**config.mk**
```make
export PLATFORM = sky130hd
export DESIGN_NAME = layer_out_serializer
export DESIGN_NICKNAME = d
export VERILOG_FILES = /design/src/rtl/layer_out_serializer.sv
export SDC_FILE = /design/constraint.sdc
export NUM_CORES = 1
export LEC_CHECK = 0
export CORE_UTILIZATION = 35
export CTS_CLUSTER_DIAMETER = 60
export CTS_CLUSTER_SIZE = 30
export DETAILED_ROUTE_END_ITERATION = 6
export PLACE_DENSITY = 0.59
export SLEW_MARGIN = 10
export SYNTH_ARGS = -nofsm -noshare
export SYNTH_HDL_FRONTEND = slang
export SYNTH_SLANG_ARGS = --single-unit
```
**constraint.sdc**
```tcl
create_clock -name clk -period 29.5 [get_ports clk]
set_input_delay 5.9 -clock clk [delete_from_list [all_inputs] [get_ports clk]]
set_output_delay 5.9 -clock clk [all_outputs]
set_load 0.1 [all_outputs]
```
**src/rtl/layer_out_serializer.sv**
```systemverilog
// layer_out_serializer
// Captures one layer's parallel activations when every neuron strobes valid
// and streams them one word per cycle to the next layer. Back-to-back frames
// stream without a gap. Sticky flags record dropped and partially strobed frames.
module layer_out_serializer #(
    parameter int NUM_NEURONS = 30,
    parameter int DATA_WIDTH  = 16
) (
    input  logic                              clk,
    input  logic                              rst,
    input  logic [NUM_NEURONS*DATA_WIDTH-1:0] neuron_out,
    input  logic [NUM_NEURONS-1:0]            neuron_valid,
    input  logic                              err_clr,
    output logic [DATA_WIDTH-1:0]             out_data,
    output logic                              out_valid,
    output logic                              layer_done,
    output logic                              busy,
    output logic                              err_overrun,
    output logic                              err_partial
);

    localparam int CNT_W = $clog2(NUM_NEURONS);

    typedef enum logic {
        IDLE,
        SHIFT
    } state_t;

    state_t                  state, state_next;
    logic [CNT_W-1:0]        cnt, cnt_next;
    logic [DATA_WIDTH-1:0]   capture [NUM_NEURONS];

    logic                    accept;
    logic                    partial;
    logic                    last_word;
    logic                    load;
    logic                    overrun;
    logic [DATA_WIDTH-1:0]   out_data_next;
    logic                    out_valid_next;
    logic                    layer_done_next;
    logic                    busy_next;

    // A frame is only taken when the whole layer fires together.
    assign accept    = &neuron_valid;
    assign partial   = (|neuron_valid) & ~accept;
    assign last_word = (cnt == CNT_W'(NUM_NEURONS - 1));

    // State register.
    always_ff @(posedge clk) begin
        // NOTE: sequential state uses non-blocking assignments so every flop samples pre-edge values.
        if (rst) state <= IDLE;
        else     state <= state_next;
    end

    // Next-state and next-output decode; cnt indexes the word being presented.
    always_comb begin
        // NOTE: defaults first, so every path assigns every signal and no latch is inferred.
        state_next      = state;
        cnt_next        = cnt;
        out_data_next   = out_data;
        out_valid_next  = 1'b0;
        busy_next       = 1'b0;
        layer_done_next = 1'b0;
        load            = 1'b0;
        overrun         = 1'b0;

        case (state)
            IDLE: begin
                if (accept) begin
                    load           = 1'b1;
                    cnt_next       = '0;
                    state_next     = SHIFT;
                    out_data_next  = neuron_out[DATA_WIDTH-1:0];
                    out_valid_next = 1'b1;
                    busy_next      = 1'b1;
                end
            end
            SHIFT: begin
                if (!last_word) begin
                    cnt_next       = cnt + 1'b1;
                    out_data_next  = capture[cnt_next];
                    out_valid_next = 1'b1;
                    busy_next      = 1'b1;
                    overrun        = accept;
                end else begin
                    layer_done_next = 1'b1;
                    if (accept) begin
                        load           = 1'b1;
                        cnt_next       = '0;
                        out_data_next  = neuron_out[DATA_WIDTH-1:0];
                        out_valid_next = 1'b1;
                        busy_next      = 1'b1;
                    end else begin
                        state_next = IDLE;
                    end
                end
            end
            default: state_next = IDLE;
        endcase
    end

    // Registered outputs, word index and sticky error flags (a new error beats err_clr).
    always_ff @(posedge clk) begin
        if (rst) begin
            cnt         <= '0;
            out_data    <= '0;
            out_valid   <= 1'b0;
            busy        <= 1'b0;
            layer_done  <= 1'b0;
            err_overrun <= 1'b0;
            err_partial <= 1'b0;
        end else begin
            cnt         <= cnt_next;
            out_data    <= out_data_next;
            out_valid   <= out_valid_next;
            busy        <= busy_next;
            layer_done  <= layer_done_next;
            err_overrun <= overrun ? 1'b1 : (err_clr ? 1'b0 : err_overrun);
            err_partial <= partial ? 1'b1 : (err_clr ? 1'b0 : err_partial);
        end
    end

    // Capture register: written only on a successful accept.
    always_ff @(posedge clk) begin
        // NOTE: this small register array is cleared on reset; large RAMs normally are not.
        if (rst) begin
            for (int i = 0; i < NUM_NEURONS; i++) capture[i] <= '0;
        end else if (load) begin
            for (int i = 0; i < NUM_NEURONS; i++) capture[i] <= neuron_out[i*DATA_WIDTH +: DATA_WIDTH];
        end
    end

endmodule

```
==> results of run 1 <==
stage by stage:
stage | area (um2) | setup slack (ns)
finish | 30800 | 19.08
detailed placement | 29200 | 18.45
CTS | 30800 | 19.09
floorplan | 23100 | 9.80
global route | 30800 | 18.73
global placement | 29200 | 18.57
layer usage:
layer  up-vias  wire length [um]  part of all wire (%)
met1      7225             28400                    41
met3        86              4320                   6.3
li1       6672                 -                     -
met2       465             34300                    50
met5         -                13                 0.019
met4         2              1830                   2.7
power by group through the flow:
stage | clock network, mW | logic, mW | registers, mW
after floorplan | 0 | 0.0403 | 0.864
after global placement | 0 | 0.130 | 0.852
after detailed placement | 0 | 0.130 | 0.854
after CTS | 0.648 | 0.131 | 0.838
after global routing | 0.668 | 0.137 | 0.841
final | 0.632 | 0.128 | 0.837
synthesized netlist by cell type (15+ instances only):
cell / number
dfxtp_1: 25
edfxtp_1: 480
or4_1: 15
buf_2: 44
a211o_1: 15
nand2_1: 49
a31oi_1: 17
nor2b_1: 193
mux4_2: 98
nor2_1: 15
nand3_1: 17
and2_1: 289
clkbuf_1: 47
mux2i_1: 76
worst min-delay path by stage:
stage	startpoint	to	slack, ns
after floorplan	cnt[1]$_SDFF_PP0_	cnt[1]$_SDFF_PP0_	0.51
after global placement	err_overrun$_SDFFE_PP0P_	err_overrun$_SDFFE_PP0P_	0.46
after detailed placement	err_overrun$_SDFFE_PP0P_	err_overrun$_SDFFE_PP0P_	0.47
after CTS	err_overrun$_SDFFE_PP0P_	err_overrun$_SDFFE_PP0P_	0.48
after global routing	err_overrun$_SDFFE_PP0P_	err_overrun$_SDFFE_PP0P_	0.49
final	err_overrun$_SDFFE_PP0P_	err_overrun$_SDFFE_PP0P_	0.47
worst min-delay path: cells and delay by family (launching register included):
family / cells / cell delay (ns)
AO/OA/AOI/OAI: 1 / 0.05
flip-flops: 1 / 0.31
AND/OR/NAND/NOR: 1 / 0.06
registers in the layout (all words and copies together) (netlist names):
name	cells
err_partial	1
out_data	16
layer_done	1
busy	1
cnt	5
err_overrun	1
capture	480
logic make-up (layout without fill, tap and decap cells):
logic type / count (synthesis) / count (layout) / synth area share [%]
AOI/OAI and AO/OA: 107 / 107 / 3.56
xor gates and xnor gates: 4 / 4 / 0.217
adders and majority gates: 2 / 2 / 0.108
buffers and inverters: 110 / 634 / 2.36
DFF: 505 / 505 / 64.6
muxes: 178 / 178 / 13.0
other: 0 / 9 / 0
and+or+nand+nor: 611 / 611 / 16.1
cell type report:
| cell class | count | area share (%) |
|---|---|---|
| clock buffers | 46 | 3.67 |
| multi-input cells | 902 | 25.1 |
| flip-flops and latches | 505 | 48.5 |
| clock inverters | 34 | 1.38 |
| repair buffers | 553 | 17.8 |
| inverters | 1 | 0.0122 |
| well taps | 855 | 3.48 |
| diodes | 9 | 0.0732 |
==> results by group, run 1 <==
Outcome
  – Status: finished, final reports clean

Setup path
  – Worst setup SP type: input port
  – Critical path buffers and inverters: 4
  – Crit. End Element: flop
  – R2R Path End: capture[14][6]$_SDFFCE_PN0P_
  – CP delay by family, top: buffers and inverters
  – Most frequent CP cell: buf_4
  – Crit path to: capture[14][6]$_SDFFCE_PN0P_
  – Critical Path Fanout Max: 88
  – Crit Path Category: input port to flop
  – Worst Setup SP: neuron_valid[1]
  – WP depth: 8
  – Worst-path cell chain: clkdlybuf4s50_1, nand4_4, nor4_4, nand2_1, o21bai_4, buf_4, buf_4, buf_4
  – Reg2reg path depth: 8
  – Reg2Reg Launch Point: cnt[0]$_SDFF_PP0_
  – CP required: 29.70 ns
  – Internal reg-to-reg setup slack: 24.48 ns
  – WP data arrival: 10.63 ns
  – Max incr delay on CP: 0.95 ns
  – Slowest CP cell: buf_4

Power
  – Tot Pwr: 1.60 mW
  – Register share of total power: 52.4%
  – Power density over the cells: 51.9 nW/um2
  – VDD IR max: 0.0000468 V
  – Clock share of power: 39.6%
  – Internal Power: 1.25 mW
  – Pleak: 10.9 nW
  – Switching power: 0.346 mW
  – Sw Ratio: 21.7%
  – Combinational Power Share: 8.0%

Synthesis
  – Ranking of synthesized cells by area: edfxtp_1 62%, mux4_2 9.6%, and2_1 7.8%, nor2b_1 5.2%, mux2i_1 3.3%
  – Synth Cell Area: 23100 um2
  – Net Count, Synth: 2032
  – Synth unique cells: 49
  – Synth warn: 0
  – Register area share after synthesis: 64.6%
  – Post-synth EDFFs: 480
  – Yosys top cell area share: 62.4%
  – Top_reg_cell synth: edfxtp_1
  – Cells after synthesis: 1517
  – Post-Synthesis Mean Instance Area: 15.2 um2
  – Synthesized flop and latch total: 505
  – Async S/R FF share, synth: 0%
  – Cell accounting for the most synthesized area: edfxtp_1

Floorplanning
  – Top-Level Pins: 534
  – Die height: 259 um
  – Placement Rows: 93
  – Die Wd: 259 um
  – Initial cell density of the core: 35.6%
  – Area of the core: 64800 um2
  – Die Footprint: 67000 um2

GRT
  – Grt ovf: 0
  – Largest net degree at the start of global routing: 137
  – Met3 GRT Util: 3.66%
  – Initial antenna violation count: 8
  – Gr usage total: 20.2%
  – M1 GR Usage: 26.1%
  – Vias in the first global route: 14900
  – Met2 usage: 34.4%
  – Top Usage Layer GRT: met2
  – First-pass GRT wire length: 98000 um

Clock tree
  – CTS Buf Count: 44
  – CTS root buffer: clkbuf_16
  – Clock transition at path regs: 0.08 ns
  – CTS sink count: 505
  – H-tree level count: 2
  – Postcts setup bufs: 0
  – CTS max path bufs: 3
  – Hold Buf Count CTS: 0
  – Resize count post-CTS: 0
  – Worst-Skew Late Latency: 0.58 ns
  – CTS tree: yes

Timing
  – Worst-margin pin slew: 1.30 ns
  – Slew margin rel.: 12.7%
  – Final clock skew: 0.0224 ns
  – Fmax: 95.9 MHz
  – Final setup vio count: 0
  – Min Hold Slack: 0.472 ns
  – Fin. Hold Viols: 0
  – Fin crit share: 35.3%
  – Post-route setup TNS: 0 ns
  – Final Slew Violations: 0
  – Fin crit period: 10.42 ns
  – RSZ-0062 raised after global routing: false

Cells and area
  – FF+latch area: 14900 um2
  – Share of post-route cells with drive strength above 1: 10.5%
  – Most common cell after layout, fill and taps aside: clkdlybuf4s50_1
  – Nets@finish: 2522
  – Final Util: 47.5%
  – Filler Cell Count: 5649
  – Synth-to-layout area growth: 33.2%
  – Most frequent cells in the layout: 530 x clkdlybuf4s50_1, 480 x edfxtp_1, 289 x and2_1
  – Area of the multi-input gates: 7720 um2
  – Non-filler instance count after layout: 2905

Placement
  – Total placed cells including tap cells: 2816
  – Dpl hpwl: 50200 um
  – GPL Wtd Cong: 0.829
  – Port buffer count: 533

Flow run
  – Max-Cap Viols: 0

Drt
  – Via count: 14500
  – DRC: 0
  – Vias/cell: 4.97
  – DR WL/cell: 23.7 um
  – Detail Route Antenna Nets: 0
  – Initial detailed-routing violation count: 1140
  – First-pass DRT Iterations: 5
  – Final WL: 68900 um

Worst hold path
  – HP Class: flop to flop
  – Worst Hold Depth: 2
Note: power is estimated with default switching activity, not from simulation.
==> inputs of run 2 (changes only) <==
clock period = 9.2 ns   (was 29.5 ns; I/O delays follow)
==> run 2 against run 1 <==
  * Sequential power rose to 3.2 times the previous value
  * Highest routed layer unchanged
  * Total power rose to 3.2 times the previous value
  * Clock skew increased by 0.0065 ns
  * Setup slack got worse by 15 ns
==> results by group, run 2 (synthesized netlist as in run 1, its figures left out) <==
Cells and area
  – Synth-to-layout area growth: 33.6%
  – Most frequent cells in the layout: 529 x clkdlybuf4s50_1, 480 x edfxtp_1, 289 x and2_1
  – Max FFs per register: 480 (unchanged)
  – Biggest register: capture
  – Biggest regs: capture (480), out_data (16), cnt (5)
  – Most common cell after layout, fill and taps aside: clkdlybuf4s50_1
  – Design Area, Final: 30800 um2 (+0.23%)
  – Nets@finish: 2524 (+0.079%)
  – Share of post-route cells with drive strength above 1: 10.9% (+0.41 points)
  – Final Util: 47.6% (+0.11 points)

GRT
  – Gr usage total: 20.3% (+0.032 points)
  – Grt ovf: 0 (unchanged)
  – Vias in the first global route: 14900 (+0.087%)
  – Initial antenna violation count: 14 (+6)
  – Largest net degree at the start of global routing: 267 (+95%)
  – First-pass GRT wire length: 98100 um (about the same)

Setup path
  – Critical Path Fanout Max: 167 (+90%)
  – Reg2reg path depth: 7 (-1)
  – R2R Path End: out_data[5]$_SDFF_PP0_
  – Internal reg-to-reg setup slack: 5.37 ns (-19.11 ns)
  – Crit. End Element: flop
  – Max incr delay on CP: 0.66 ns (-0.29 ns)
  – Crit Path Category: input port to flop
  – Slowest CP cell: buf_12
  – WP data arrival: 5.06 ns (-5.57 ns)
  – Worst-path cell chain: clkdlybuf4s50_1, nand4_4, nor4_4, nand2_2, o21bai_4, buf_4, buf_12
  – Reg2Reg Launch Point: cnt[0]$_SDFF_PP0_
  – CP required: 9.42 ns (-20.28 ns)
  – Worst setup SP type: input port

Clock tree
  – CTS root buffer: clkbuf_16
  – Postcts setup bufs: 0 (unchanged)
  – Resize count post-CTS: 0 (unchanged)
  – CTS max path bufs: 3 (unchanged)
  – Hold Buf Count CTS: 0 (unchanged)
  – Worst-Skew Late Latency: 0.61 ns (+0.03 ns)
  – Clock transition at path regs: 0.08 ns (about the same)
  – CTS tree: yes
  – H-tree level count: 2 (unchanged)
  – CTS sink count: 505 (unchanged)
  – CTS Buf Count: 45 (+2.3%)

Timing
  – Worst-margin pin slew: 1.18 ns (-0.121 ns)
  – Final clock skew: 0.0290 ns (+0.00653 ns)
  – Slew margin rel.: 21.1% (+8.4 points)
  – Post-route setup TNS: 0 ns (unchanged)
  – Fin crit period: 4.85 ns
  – Min Hold Slack: 0.483 ns (+0.0114 ns)
  – Final Slew Violations: 0 (unchanged)
  – RSZ-0062 raised after global routing: false
  – Fin crit share: 52.7%
  – Final setup margin: 4.35 ns (-14.72 ns)
  – Final setup vio count: 0 (unchanged)
  – Fin. Hold Viols: 0 (unchanged)
  – Fmax: 206 MHz

Drt
  – Initial detailed-routing violation count: 878 (-23%)
  – Final WL: 69000 um (+0.21%)
  – First-pass DRT Iterations: 6 (+1)
  – DRC: 0 (unchanged)
  – DR WL/cell: 23.7 um (about the same)
  – Vias/cell: 4.95 (-0.54%)
  – Via count: 14400 (-0.30%)
  – Detail Route Antenna Nets: 0 (unchanged)

Power
  – VDD IR max: 0.000117 V (+150%)
  – Combinational Power Share: 8.0% (about the same)
  – Register share of total power: 52.4% (about the same)
  – Sw Ratio: 22.7% (+1.1 points)
  – Power density over the cells: 166 nW/um2 (+220%)
  – Pleak: 10.9 nW (+0.17%)
  – Clock share of power: 39.6% (about the same)
  – Switching power: 1.16 mW (+240%)
  – Internal Power: 3.95 mW (+220%)

Placement
  – GPL Wtd Cong: 0.805 (-2.9%)
  – Post-Place Cell Area: 29200 um2 (+0.16%)
  – Dpl ws: 3.80 ns (-14.65 ns)
  – Dpl hpwl: 49800 um (-0.93%)
  – Port buffer count: 533 (unchanged)

Floorplanning
  – Die Wd: 259 um (unchanged)
  – Area of the core: 64800 um2 (unchanged)
  – Die height: 259 um (unchanged)
  – Die Footprint: 67000 um2 (unchanged)
  – Top-Level Pins: 534 (unchanged)
  – Initial cell density of the core: 35.6% (unchanged)
  – Placement Rows: 93 (unchanged)

Worst hold path
  – Worst Hold Depth: 2 (unchanged)
  – HP Class: flop to flop
  – Hold Crit Start: err_partial$_SDFFE_PP0P_
  – Hold Path Sink: err_partial$_SDFFE_PP0P_

Outcome
  – Status: finished, final reports clean

Flow run
  – Max-Cap Viols: 0 (unchanged)
[run 2: cell count changes in the layout (fill, tap and decap cells not counted), moves of 2 or more]
| cell | before | now |
|---|---|---|
| inv_8 | 6 | 8 |
| clkinvlp_4 | 2 | 5 |
| diode_2 | 9 | 11 |
| bufinv_16 | 6 | 3 |
| buf_4 | 22 | 20 |
| clkinv_1 | 4 | 2 |
| inv_12 | 0 | 2 |
| clkinv_8 | 0 | 4 |
| buf_12 | 0 | 4 |
[run 2: routing by layer]
layer | vias to the layer above | part of all wire (%) | global-route usage [%] | routed length (um)
met3 | 86 | 6.9 | 4.00 | 4780
met4 | 4 | 2.7 | 6.62 | 1890
met5 | - | 0.029 | 0 | 20
met1 | 7093 | 40 | 25.8 | 27700
li1 | 6694 | - | - | -
met2 | 530 | 50 | 34.6 | 34600
[run 2: how the worst max path moves through the flow]
stage	start	to	slack, ns	cells past startpoint
after floorplan	neuron_valid[14]	capture[0][0]$_SDFFCE_PN0P_	-1.01	4
after global placement	neuron_valid[8]	capture[9][7]$_SDFFCE_PN0P_	3.94	7
after detailed placement	neuron_valid[1]	capture[22][1]$_SDFFCE_PP0P_	3.80	7
after CTS	neuron_valid[1]	capture[22][3]$_SDFFCE_PP0P_	4.44	7
after global routing	neuron_valid[1]	capture[21][3]$_SDFFCE_PP0P_	4.18	7
final	neuron_valid[1]	capture[22][3]$_SDFFCE_PP0P_	4.35	7
[run 2: power groups by stage]
stage / combinational (mW) / sequential (mW) / clock, mW
finish: 0.409 / 2.68 / 2.03
global route: 0.438 / 2.70 / 2.15
CTS: 0.416 / 2.68 / 2.08
detailed placement: 0.414 / 2.74 / 0
global placement: 0.412 / 2.73 / 0
floorplan: 0.129 / 2.75 / 0
[run 2: layout make-up]
| class | count | area (um2) |
|---|---|---|
| diodes | 11 | 27.5 |
| clock buffers | 46 | 1130 |
| clock inverters | 38 | 445 |
| fillers | 5652 | 34000 |
| inverters | 1 | 3.75 |
| multi-input cells | 902 | 7710 |
| flip-flops and latches | 505 | 14900 |
| well taps | 855 | 1070 |
| repair buffers | 554 | 5540 |
[run 2: stage by stage]
step	instances	total power [mW]
after detailed placement	2817	3.15
after global routing	2911	5.28
after floorplan	1517	2.88
final	2912	5.12
after CTS	2901	5.18
after global placement	2817	3.14
[run 2: worst max-delay path, delay by kind of cell]
family	cells	cell delay, ns
buf+inv	3	1.68
compound gates	1	0.41
simple gates	3	0.92
